===== src/rtl/noc_pkg.sv =====
// Shared NoC definitions for the router mux path: flit type codes, the
// arbiter state encoding, default widths and the flit type extractor.
package noc_pkg;

  localparam int DATAW_DEF = 66;
  localparam int VCHW_DEF  = 2;
  localparam int PORTW_DEF = 2;

  localparam logic [1:0] FLIT_NONE = 2'b00;
  localparam logic [1:0] FLIT_HEAD = 2'b01;
  localparam logic [1:0] FLIT_DATA = 2'b10;
  localparam logic [1:0] FLIT_TAIL = 2'b11;

  localparam logic [1:0] SEL_NONE = 2'b00;
  localparam logic [1:0] SEL_P0   = 2'b01;
  localparam logic [1:0] SEL_P1   = 2'b10;

  typedef enum logic [1:0] {
    ST_IDLE  = 2'd0,
    ST_LOCK0 = 2'd1,
    ST_LOCK1 = 2'd2
  } arb_state_e;

  function automatic logic [1:0] flit_type(input logic [DATAW_DEF-1:0] flit);
    return flit[DATAW_DEF-1 -: 2];
  endfunction

endpackage


===== src/rtl/mux.sv =====
// 2:1 flit multiplexer steered by a one-hot select; an all-zero select
// drives zeros so an idle output never carries a stale flit.
module mux
  import noc_pkg::*;
#(
  parameter int DATAW = DATAW_DEF,
  parameter int VCHW  = VCHW_DEF,
  parameter int PORTW = PORTW_DEF
) (
  input  logic [PORTW-1:0] sel,
  input  logic [DATAW-1:0] data_0,
  input  logic [DATAW-1:0] data_1,
  input  logic [VCHW-1:0]  vch_0,
  input  logic [VCHW-1:0]  vch_1,
  output logic [DATAW-1:0] data,
  output logic [VCHW-1:0]  vch
);

  always_comb begin
    data = {DATAW{1'b0}};
    vch  = {VCHW{1'b0}};
    if (sel[0]) begin
      data = data_0;
      vch  = vch_0;
    end else if (sel[1]) begin
      data = data_1;
      vch  = vch_1;
    end else begin
      data = {DATAW{1'b0}};
      vch  = {VCHW{1'b0}};
    end
  end

endmodule


===== src/rtl/mux_arb.sv =====
// Packet arbiter for the 2:1 router mux: holds the grant from HEAD to TAIL,
// alternates round-robin between packets and registers the chosen flit.
module mux_arb
  import noc_pkg::*;
#(
  parameter int DATAW = DATAW_DEF,
  parameter int VCHW  = VCHW_DEF,
  parameter int PORTW = PORTW_DEF
) (
  input  logic             clk,
  input  logic             rst_,
  input  logic [DATAW-1:0] idata_0,
  input  logic [DATAW-1:0] idata_1,
  input  logic             ivalid_0,
  input  logic             ivalid_1,
  input  logic [VCHW-1:0]  ivch_0,
  input  logic [VCHW-1:0]  ivch_1,
  output logic             iready_0,
  output logic             iready_1,
  output logic [DATAW-1:0] odata,
  output logic             ovalid,
  output logic [VCHW-1:0]  ovch,
  input  logic             oready,
  output logic [PORTW-1:0] sel,
  output logic             oerr
);

  arb_state_e       state_q, state_d;
  logic             rr_q, rr_d;
  logic [DATAW-1:0] odata_q, odata_d;
  logic [VCHW-1:0]  ovch_q, ovch_d;
  logic             ovalid_q, ovalid_d;
  logic             oerr_q, oerr_d;

  logic [1:0]       type_0_s, type_1_s;
  logic             head_0_s, head_1_s, free_s, load_s;
  logic             iready_0_s, iready_1_s;
  logic [PORTW-1:0] win_s, sel_s;
  logic [DATAW-1:0] mux_data_s;
  logic [VCHW-1:0]  mux_vch_s;

  assign type_0_s = flit_type(idata_0);
  assign type_1_s = flit_type(idata_1);
  assign head_0_s = ivalid_0 && (type_0_s == FLIT_HEAD);
  assign head_1_s = ivalid_1 && (type_1_s == FLIT_HEAD);
  assign free_s   = !ovalid_q || oready;

  mux #(
    .DATAW (DATAW),
    .VCHW  (VCHW),
    .PORTW (PORTW)
  ) u_mux (
    .sel    (sel_s),
    .data_0 (idata_0),
    .data_1 (idata_1),
    .vch_0  (ivch_0),
    .vch_1  (ivch_1),
    .data   (mux_data_s),
    .vch    (mux_vch_s)
  );

  // rr only matters when two heads wait at once
  always_comb begin
    win_s = SEL_NONE;
    if (head_0_s && head_1_s) begin
      win_s = rr_q ? SEL_P1 : SEL_P0;
    end else if (head_0_s) begin
      win_s = SEL_P0;
    end else if (head_1_s) begin
      win_s = SEL_P1;
    end else begin
      win_s = SEL_NONE;
    end
  end

  always_comb begin
    state_d    = state_q;
    rr_d       = rr_q;
    sel_s      = SEL_NONE;
    iready_0_s = 1'b0;
    iready_1_s = 1'b0;
    load_s     = 1'b0;
    oerr_d     = 1'b0;
    case (state_q)
      ST_IDLE: begin
        sel_s = win_s;
        if (ivalid_0 && !head_0_s) begin
          iready_0_s = 1'b1;
          oerr_d     = 1'b1;
        end else begin
          iready_0_s = win_s[0] && free_s;
        end
        if (ivalid_1 && !head_1_s) begin
          iready_1_s = 1'b1;
          oerr_d     = 1'b1;
        end else begin
          iready_1_s = win_s[1] && free_s;
        end
        if ((win_s != SEL_NONE) && free_s) begin
          load_s  = 1'b1;
          state_d = win_s[0] ? ST_LOCK0 : ST_LOCK1;
        end else begin
          state_d = ST_IDLE;
        end
      end
      ST_LOCK0: begin
        sel_s      = SEL_P0;
        iready_0_s = free_s;
        if (ivalid_0 && free_s) begin
          load_s = 1'b1;
          oerr_d = (type_0_s == FLIT_HEAD);
          if (type_0_s == FLIT_TAIL) begin
            state_d = ST_IDLE;
            rr_d    = 1'b1;
          end else begin
            state_d = ST_LOCK0;
          end
        end else begin
          state_d = ST_LOCK0;
        end
      end
      ST_LOCK1: begin
        sel_s      = SEL_P1;
        iready_1_s = free_s;
        if (ivalid_1 && free_s) begin
          load_s = 1'b1;
          oerr_d = (type_1_s == FLIT_HEAD);
          if (type_1_s == FLIT_TAIL) begin
            state_d = ST_IDLE;
            rr_d    = 1'b0;
          end else begin
            state_d = ST_LOCK1;
          end
        end else begin
          state_d = ST_LOCK1;
        end
      end
      default: begin
        state_d = ST_IDLE;
      end
    endcase
  end

  // A stalled flit stays put; a new accept always overwrites the register
  always_comb begin
    odata_d  = odata_q;
    ovch_d   = ovch_q;
    ovalid_d = ovalid_q;
    if (load_s) begin
      odata_d  = mux_data_s;
      ovch_d   = mux_vch_s;
      ovalid_d = 1'b1;
    end else if (oready) begin
      ovalid_d = 1'b0;
    end else begin
      ovalid_d = ovalid_q;
    end
  end

  always_ff @(posedge clk) begin
    if (rst_) begin
      state_q  <= ST_IDLE;
      rr_q     <= 1'b0;
      odata_q  <= {DATAW{1'b0}};
      ovch_q   <= {VCHW{1'b0}};
      ovalid_q <= 1'b0;
      oerr_q   <= 1'b0;
    end else begin
      state_q  <= state_d;
      rr_q     <= rr_d;
      odata_q  <= odata_d;
      ovch_q   <= ovch_d;
      ovalid_q <= ovalid_d;
      oerr_q   <= oerr_d;
    end
  end

  // Nothing is granted or acknowledged while reset is held
  assign sel      = rst_ ? SEL_NONE : sel_s;
  assign iready_0 = iready_0_s && !rst_;
  assign iready_1 = iready_1_s && !rst_;
  assign odata    = odata_q;
  assign ovch     = ovch_q;
  assign ovalid   = ovalid_q;
  assign oerr     = oerr_q;

endmodule


===== config.mk =====
export PLATFORM = sky130hd
export DESIGN_NAME = mux_arb
export DESIGN_NICKNAME = d
export VERILOG_FILES = /design/src/rtl/noc_pkg.sv /design/src/rtl/mux.sv /design/src/rtl/mux_arb.sv
export SDC_FILE = /design/constraint.sdc
export NUM_CORES = 1
export LEC_CHECK = 0
export BUFFER_PORTS_ARGS = -buffer_cell sky130_fd_sc_hd__buf_2
export CORE_MARGIN = 2
export CORE_UTILIZATION = 45
export DETAILED_ROUTE_END_ITERATION = 12
export HOLD_SLACK_MARGIN = 0.03
export PLACE_DENSITY_LB_ADDON = 0.12
export RECOVER_POWER = 100
export SLEW_MARGIN = 20
export SYNTH_ARGS = -nofsm -noshare
export SYNTH_HDL_FRONTEND = slang
export SYNTH_SLANG_ARGS = --single-unit

===== constraint.sdc =====
create_clock -name clk -period 4 [get_ports clk]
set_input_delay 0.2 -clock clk [delete_from_list [all_inputs] [get_ports clk]]
set_output_delay 0.2 -clock clk [all_outputs]
set_load 0.1 [all_outputs]

==> metrics.yaml, run 1 <==
status: "completed"
clk_latency_ns: 0.34
die_area_um2: 8190
num_rows: 31
track_usage_pct: 24.6
seq_area_frac_synth_pct: 43.4
cts_setup_buffers: 0
overflow: 0
crit_fanout: 15
place.gp.congestion: 0.791
hpwl_um: 6730
yosysWarnings: 0
cp.arrival_ns: 2.69
hold_path.startpoint: "idata_1[65]"
fillers: 666
placedCellCount: 642
io_pins: 215
holdPathStages: 3
rr_endpoint: "odata[41]"
drt_pass1_iterations: 5
yosys.area.top_type: "dfxtp_1"
crit_path_start_kind: "flip-flop"
cts_max_level: 3
period_minus_slack_ns: 2.89
critPathKind: "flip-flop to primary output"
ff2ff_setup_slack_ns: 1.21
drt_wl_total_um: 10100
crit_required_ns: 3.80
critical_path.endpoint_type: "primary output"
clock.fmax_ghz: 0.346
grt_antenna_before_repair: 0
hold_path_class: "input pin to flip-flop"
period_share_pct: 72.2
crit_path_start: "rr_q"
rsz0062_at_grt: "false"
synthFlopType: "dfxtp_1"
cts.repair.resized: 0
root_buffer: "clkbuf_8"
finalNonFillerCells: 658
area_growth_pct: 34.9
synth.distinct_cells: 33
drive_gt1_share_pct: 30.8
clockBufferDepth: 2
clk_pin_slew_ns: 0.07
coreArea_um2: 7250
avgSynthCellArea_um2: 9.10
cap_violations: 0
final_util_pct: 62.6
synth_cells: 370
synthTopCellsByCount: "dfxtp_1, nor3_1, a211oi_1, a22oi_1, clkbuf_1"
first_global_vias: 3567
cts_tree: "built"
final_cell_area_um2: 4540
syn_nets: 511
r2r-start: "state_q[0]"
numCtsBuffers: 9
chipWidth_um: 90.5
setup.worst_path.end: "iready_0"
start_util_pct: 46.4
grt_pass1_wl_um: 16600
ant_nets: 0
grt_max_degree: 70
synth_top_area_share_pct: 43.4
yosysMostFrequentCell: "dfxtp_1"
routedWlPerCell_um: 15.4
tightestPinTransition_ns: 1.43
setup_violations: 0
relSlewSlack_pct: 4.51
cts_num_sinks: 73
multi_input_comb_area_um2: 1700
finalMaxSlewViolations: 0
async_flop_share_pct: 0
reg2reg_depth: 4
syn-cell-area_um2: 3370
num_vias: 3721
synth-seq-cells: 73
nets: 695
antenna_cells: 0
synth_area_leaders: "dfxtp_1, a211oi_1, a22oi_1, nor3_1, clkbuf_1"
portBuffers: 214
hold_viol_final: 0
ctsHoldBuffers: 0
synth_edf_count: 0
final-seq-area_um2: 1460
viasPerCell: 5.66
drcViolationCount: 0
dpl_cell_area_um2: 4420
p_per_area_nw_per_um2: 578
finalSetupTns_ns: 0
irDropWorstVdd_mv: 0.305
die_h_um: 90.5
skew_ns: 0.00977
drt_iter0_drc: 267
p_leak_nw: 1.75
==> metrics by stage <==
stage / worst slack [ns] / hold WS (ns) / power, W
final: 1.11 / 0.214 / 0.00263
after CTS: 1.42 / 0.198 / 0.00267
after global routing: 0.887 / 0.218 / 0.00274
after detailed placement: 1.58 / 0.499 / 0.00201
after global placement: 1.70 / 0.521 / 0.00200
after floorplan: 0.897 / 0.375 / 0.00180
==> worst max-delay path, cell delays in order, from the launching register on <==
cell and delay [ns]:
dfxtp_1 0.33, and4b_1 0.25, o31ai_4 0.58, nand2_1 0.10
a21oi_1 0.21, clkbuf_1 0.88
==> flip-flops by register name, summed over array words and instances, names as in the netlist <==
register	flops
odata	66
ovch	2
ovalid	1
rr_q	1
state_q	2
oerr	1
==> cell type report <==
| type | instances | share of cell area [%] |
|---|---|---|
| multi-input cells | 249 | 37.4 |
| flip-flops and latches | 73 | 32.2 |
| repair buffers | 220 | 22.6 |
| clock buffers | 11 | 3.33 |
| well taps | 99 | 2.73 |
| clock inverters | 5 | 1.71 |
| inverters | 1 | 0.0826 |
==> power breakdown <==
group          switching (W)  total (W)  internal (W)
logic               0.000897    0.00111      0.000211
clock network       0.000272   0.000655      0.000383
registers          0.0000485   0.000863      0.000815
total                0.00122    0.00263       0.00141
==> layout by cell type, fill, tap and decap left out, types with 2 or more instances in the layout <==
cell / synthesis / layout
nand4_1: 2 / 2
or2_2: 1 / 2
nor2_1: 3 / 3
dfxtp_1: 73 / 73
buf_4: 5 / 5
a21oi_1: 6 / 5
clkinv_2: 0 / 2
clkbuf_1: 29 / 71
bufinv_16: 0 / 2
clkbuf_8: 0 / 11
nor3_1: 70 / 70
nand3_1: 2 / 2
nand2_1: 4 / 4
a22oi_1: 67 / 67
buf_2: 10 / 143
a211oi_1: 67 / 67
nor2b_1: 3 / 3
nand2b_1: 5 / 5
nand3b_1: 5 / 5
==> kinds of logic (layout without fill, tap and decap cells) <==
kind of cell	Yosys count	count (layout)	synth area share, %
buffers and inverters	48	237	6.72
AOI/OAI and AO/OA	148	148	33.4
and+or+nand+nor	101	101	16.5
DFF	73	73	43.4
==> worst min path at each step <==
stage / endpoint / slack (ns)
global route: oerr / 0.22
floorplan: oerr / 0.37
finish: odata[65] / 0.21
CTS: odata[65] / 0.20
detailed placement: rr_q / 0.50
global placement: rr_q / 0.52
==> routing by layer <==
layer	GRT usage, %	wire length, um	share of wire (%)	vias up
met2	42.1	5010	49	151
met4	8.33	156	1.5	0
li1	-	-	-	1834
met3	7.10	769	7.6	13
met1	29.5	4210	41	1723
met5	0	0	0	-
Power figures use the tool's default switching activity.
==> run 2, diff against run 1 <==
Settings changed: ABC_AREA set to 1.
Clock period 4 ns to 2.85 ns, I/O delays scaled along.
==> run 2 against run 1 <==
Via count up 24%. Worst hold slack worse by 0.13 ns. Synthesized cell count up 76%. Final area up 12%. Non-clock buffer count unchanged. Global-route usage down 1.2 points. Worst setup slack worse by 0.59 ns. Core utilization down 1.3 points. Sequential share of layout area down 3.5 points. Critical path type unchanged. Largest power group unchanged.
==> metrics.yaml, run 2 <==
status: "completed"
hold_path.startpoint: "rst_"
antenna_cells: 0
grt_pass1_wl_um: 18700
num_vias: 4597
finalSetupTns_ns: 0
largest_reg_flops: 66
mostFrequentLayoutCells: "nand2_1, nor2_1, buf_2"
start_util_pct: 46.9
numCtsBuffers: 9
ff2ff_setup_slack_ns: 0.69
area_growth_pct: 30.8
drt_iter0_drc: 288
yosysWarnings: 0
total_power_w: 0.00346
irDropWorstVdd_mv: 0.387
r2r-start: "ovalid"
place.gp.congestion: 0.967
portBuffers: 214
cts.repair.resized: 0
crit_fanout: 5
avgSynthCellArea_um2: 5.97
cts_max_level: 3
synth_cells: 652
drt_pass1_iterations: 6
hold_viol_final: 0
cts_setup_buffers: 0
p_leak_nw: 2.59
chipWidth_um: 97.0
synthTopCellsByCount: "nand2_1, nor2_1, inv_1, a21oi_1, dfxtp_1"
overflow: 0
synth_area_leaders: "dfxtp_1, nand2_1, nor2_1, a21oi_1, inv_1"
critPathKind: "flip-flop to primary output"
seq_area_frac_synth_pct: 37.6
hold_path_class: "input pin to flip-flop"
yosys.area.top_type: "dfxtp_1"
fillers: 857
root_buffer: "clkbuf_8"
final_common_cell: "nand2_1"
whs_endpoint: "rr_q"
critical_path.endpoint_type: "primary output"
rsz0062_at_grt: "false"
finalMaxSlewViolations: 0
first_global_vias: 4313
skew_ns: 0.0125
ant_nets: 0
clockBufferDepth: 2
relSlewSlack_pct: 14.4
crit_path_start: "state_q[0]"
yosysMostFrequentCell: "nand2_1"
cts_tree: "built"
period_share_pct: 81.6
crit_path_start_kind: "flip-flop"
syn-cell-area_um2: 3890
finalNonFillerCells: 949
period_minus_slack_ns: 2.33
viasPerCell: 4.84
crit_required_ns: 2.71
cp.arrival_ns: 2.18
clock.fmax_ghz: 0.430
die_h_um: 97.0
rr_endpoint: "odata[45]"
hpwl_um: 7700
holdPathStages: 2
nets: 980
drive_gt1_share_pct: 19.8
io_pins: 215
num_rows: 33
coreArea_um2: 8300
hold_ws_ns: 0.0826
ctsHoldBuffers: 0
drcViolationCount: 0
routedWlPerCell_um: 11.9
grt_max_degree: 71
synth-seq-cells: 73
setup_violations: 0
grt_antenna_before_repair: 0
track_usage_pct: 23.4
synth.distinct_cells: 18
tightestPinTransition_ns: 1.29
clk_latency_ns: 0.34
p_per_area_nw_per_um2: 681
drt_wl_total_um: 11300
die_area_um2: 9400
synth_top_area_share_pct: 37.6
syn_nets: 793
async_flop_share_pct: 0
synth_edf_count: 0
clk_pin_slew_ns: 0.07
placedCellCount: 933
synthFlopType: "dfxtp_1"
reg2reg_depth: 8
cap_violations: 0
cts_num_sinks: 73
==> run 2: cell count changes in the layout (fill, tap and decap cells not counted), moves of 5 or more <==
cell / change
nand3_1: +7
a22oi_1: -67
inv_1: +78
nand2b_1: -5
o21ai_0: +67
nand2_1: +141
a21oi_1: +68
nor2_1: +141
nor3_1: -70
a211oi_1: -67
==> run 2: kinds of logic after synthesis <==
kind of cell / Yosys count / synth area share (%)
AO/OA/AOI/OAI: 146 / 18.8
buffers and inverters: 126 / 13.3
flip-flops: 73 / 37.6
AND/OR/NAND/NOR: 307 / 30.3
==> run 2: layer usage <==
layer | GRT usage, % | wire length [um]
met1 | 28.1 | 4680
met2 | 41.3 | 5480
met3 | 4.70 | 876
met4 | 8.13 | 220
met5 | 0 | 0
==> run 2: worst max-delay path by stage <==
stage	endpoint	slack (ns)	cells past startpoint
floorplan	iready_0	0.05	5
global placement	odata[46]	0.83	8
detailed placement	odata[45]	0.71	8
CTS	odata[45]	0.69	8
global route	sel[0]	0.38	5
finish	sel[0]	0.52	5
==> run 2: metrics by stage <==
stage	utilization [%]	cell area, um^2	setup slack, ns
2_1_floorplan	-	3890	0.0503
3_3_place_gp	60.1	4990	0.826
3_5_place_dp	60.1	4990	0.708
4_1_cts	62.4	5180	0.686
5_1_grt	61.3	5090	0.379
6_report	61.3	5090	0.524
==> run 2: layout make-up <==
class / instances / area, um^2 / area share (%)
Clock buffer: 13 / 149 / 2.93
Timing Repair Buffer: 220 / 1060 / 20.9
Tap cell: 105 / 131 / 2.58
Inverter: 82 / 308 / 6.05
Sequential cell: 73 / 1460 / 28.7
Clock inverter: 3 / 40.0 / 0.787
Multi-Input combinational cell: 453 / 1940 / 38.0
==> run 2: worst max-delay path, stage by stage, from the launching register on <==
cell and delay [ns]:
dfxtp_1 0.32, inv_1 0.09, nor2_1 0.27, inv_1 0.11, a21oi_1 0.15, clkbuf_1 0.91
==> run 2: report_power, final <==
group	internal (W)	switching [W]
Sequential	0.00114	0.0000589
Combinational	0.000269	0.00121
Clock	0.000427	0.000361
==> run 3, diff against run 2 <==
Clock period 2.85 ns to 2.3 ns, I/O delays scaled along.
==> run 3 against run 2 <==
Sequential share of layout area grew 0.085 points. Critical endpoint is now iready_0. Largest cell class unchanged. Total power rose by 20%. Worst hold slack worse by 0.0018 ns. Critical path depth unchanged. Highest routed layer unchanged.
==> metrics.yaml, run 3 (synthesized netlist as in run 2, its figures left out) <==
ff2ff_setup_slack_ns: 0.20
relSlewSlack_pct: 18.2
fin_ws_ns: 0.187
routedWlPerCell_um: 11.9
cap_violations: 0
internal-power_w: 0.00214
swShare_pct: 48.3
crit_fanout: 5
start_util_pct: 46.9
switching_power_w: 0.00200
multi_input_comb_area_um2: 1950
holdPathStages: 5
final_common_cell: "nand2_1"
placedCellCount: 938
root_buffer: "clkbuf_8"
combPwrFrac_pct: 44.6
cp.arrival_ns: 2.00
ant_nets: 0
largest_reg_flops: 66
num_vias: 4608
final-seq-area_um2: 1460
dr_wl_met3_um: 774
critical_path.endpoint_type: "primary output"
fillers: 861
crit_required_ns: 2.18
clk_latency_ns: 0.33
chipWidth_um: 97.0
first_global_vias: 4317
hold_viol_final: 0
nets: 985
die_area_um2: 9400
antenna_cells: 0
hold_path_class: "input pin to flip-flop"
drcViolationCount: 0
cp.buffers_inverters: 2
grt_max_degree: 79
route.met2.wl_um: 5490
seqPwrFrac_pct: 35.7
drt_wl_total_um: 11300
cpMaxStageDelayCell: "clkbuf_2"
finalSetupTns_ns: 0
skew_ns: 0.0112
ctsHoldBuffers: 0
critPathTopFamily: "buffers and inverters"
num_rows: 33
clk_pin_slew_ns: 0.08
period_share_pct: 91.9
setup.worst_path.end: "iready_0"
numCtsBuffers: 9
io_pins: 215
maxUsedRoutingLayer: "met4"
place_ws_ns: 0.583
reg2reg_depth: 9
overflow: 0
p_per_area_nw_per_um2: 817
p_leak_nw: 2.59
drt_iter0_drc: 184
drive_gt1_share_pct: 20.6
place.gp.congestion: 0.840
final_cell_area_um2: 5070
pwr-share-clk_pct: 19.7
drt_pass1_iterations: 6
finalMaxSlewViolations: 0
crit_path_start: "state_q[0]"
cts.repair.resized: 0
tightestPinTransition_ns: 1.23
area_growth_pct: 30.5
total_power_w: 0.00415
hpwl_um: 8180
met1Wirelength_um: 4940
cts_tree: "built"
slowest_delay_ns: 0.49
rsz0062_at_grt: "false"
rr_endpoint: "odata[19]"
clock.fmax_ghz: 0.473
period_minus_slack_ns: 2.11
portBuffers: 214
die_h_um: 97.0
track_usage_pct: 23.5
grt_pass1_wl_um: 18900
coreArea_um2: 8300
clockBufferDepth: 2
status: "completed"
critPathKind: "flip-flop to primary output"
crit_path_cell_trace: "inv_1 -> nor2_1 -> o21ai_0 -> a31oi_2 -> clkbuf_2"
finalNonFillerCells: 951
crit_path_start_kind: "flip-flop"
grt_antenna_before_repair: 0
dpl_cell_area_um2: 5020
mostFrequentLayoutCells: "nand2_1, nor2_1, buf_2"
setup_violations: 0
irDropWorstVdd_mv: 0.350
cts_setup_buffers: 0
cts_num_sinks: 73
r2r-start: "state_q[0]"
cts_max_level: 3
viasPerCell: 4.85
crit_cells: 5
## run 3: worst register-to-register path, stage by stage (launching register included)
cell,delay [ns]
dfxtp_1,0.31
inv_1,0.13
nand2_2,0.24
nor2_1,0.24
nand2_1,0.13
nand3_4,0.11
clkbuf_4,0.54
nand2_1,0.15
nor2_1,0.12
nor2_1,0.04
## run 3: layer usage
metal  up-vias  GRT usage (%)
met5         -              0
met4         0           6.18
met3         9           5.06
met2       168           41.8
met1      2032           28.6
li1       2399              -
## run 3: layout make-up
cell class                      count  share of cell area, %
Tap cell                          105                   2.59
Clock buffer                       12                   2.86
Clock inverter                      1                 0.0986
Multi-Input combinational cell    453                   38.3
Inverter                           82                   6.07
Sequential cell                    73                   28.8
Timing Repair Buffer              225                   21.3
## run 3: power groups by stage
stage | sequential [W] | combinational [W] | clock, W
after floorplan | 0.00250 | 0.000524 | 0
after global placement | 0.00150 | 0.00188 | 0
after detailed placement | 0.00150 | 0.00190 | 0
after CTS | 0.00148 | 0.00190 | 0.000852
after global routing | 0.00150 | 0.00197 | 0.000906
final | 0.00148 | 0.00185 | 0.000819
## run 3: worst min-delay path by stage
| stage | from | endpoint | slack [ns] |
|---|---|---|---|
| 2_1_floorplan | idata_0[65] | rr_q | 0.28 |
| 5_1_grt | idata_0[63] | odata[63] | 0.08 |
| 4_1_cts | idata_0[24] | odata[24] | 0.07 |
| 6_report | idata_0[22] | odata[22] | 0.08 |
| 3_3_place_gp | idata_0[7] | odata[7] | 0.40 |
| 3_5_place_dp | idata_0[3] | odata[3] | 0.42 |
## run 3: metrics by stage
stage / utilization (%) / hold WS (ns)
2_1_floorplan: - / 0.283
3_3_place_gp: 60.5 / 0.404
3_5_place_dp: 60.5 / 0.421
4_1_cts: 62.4 / 0.0712
5_1_grt: 61.1 / 0.0797
6_report: 61.1 / 0.0808
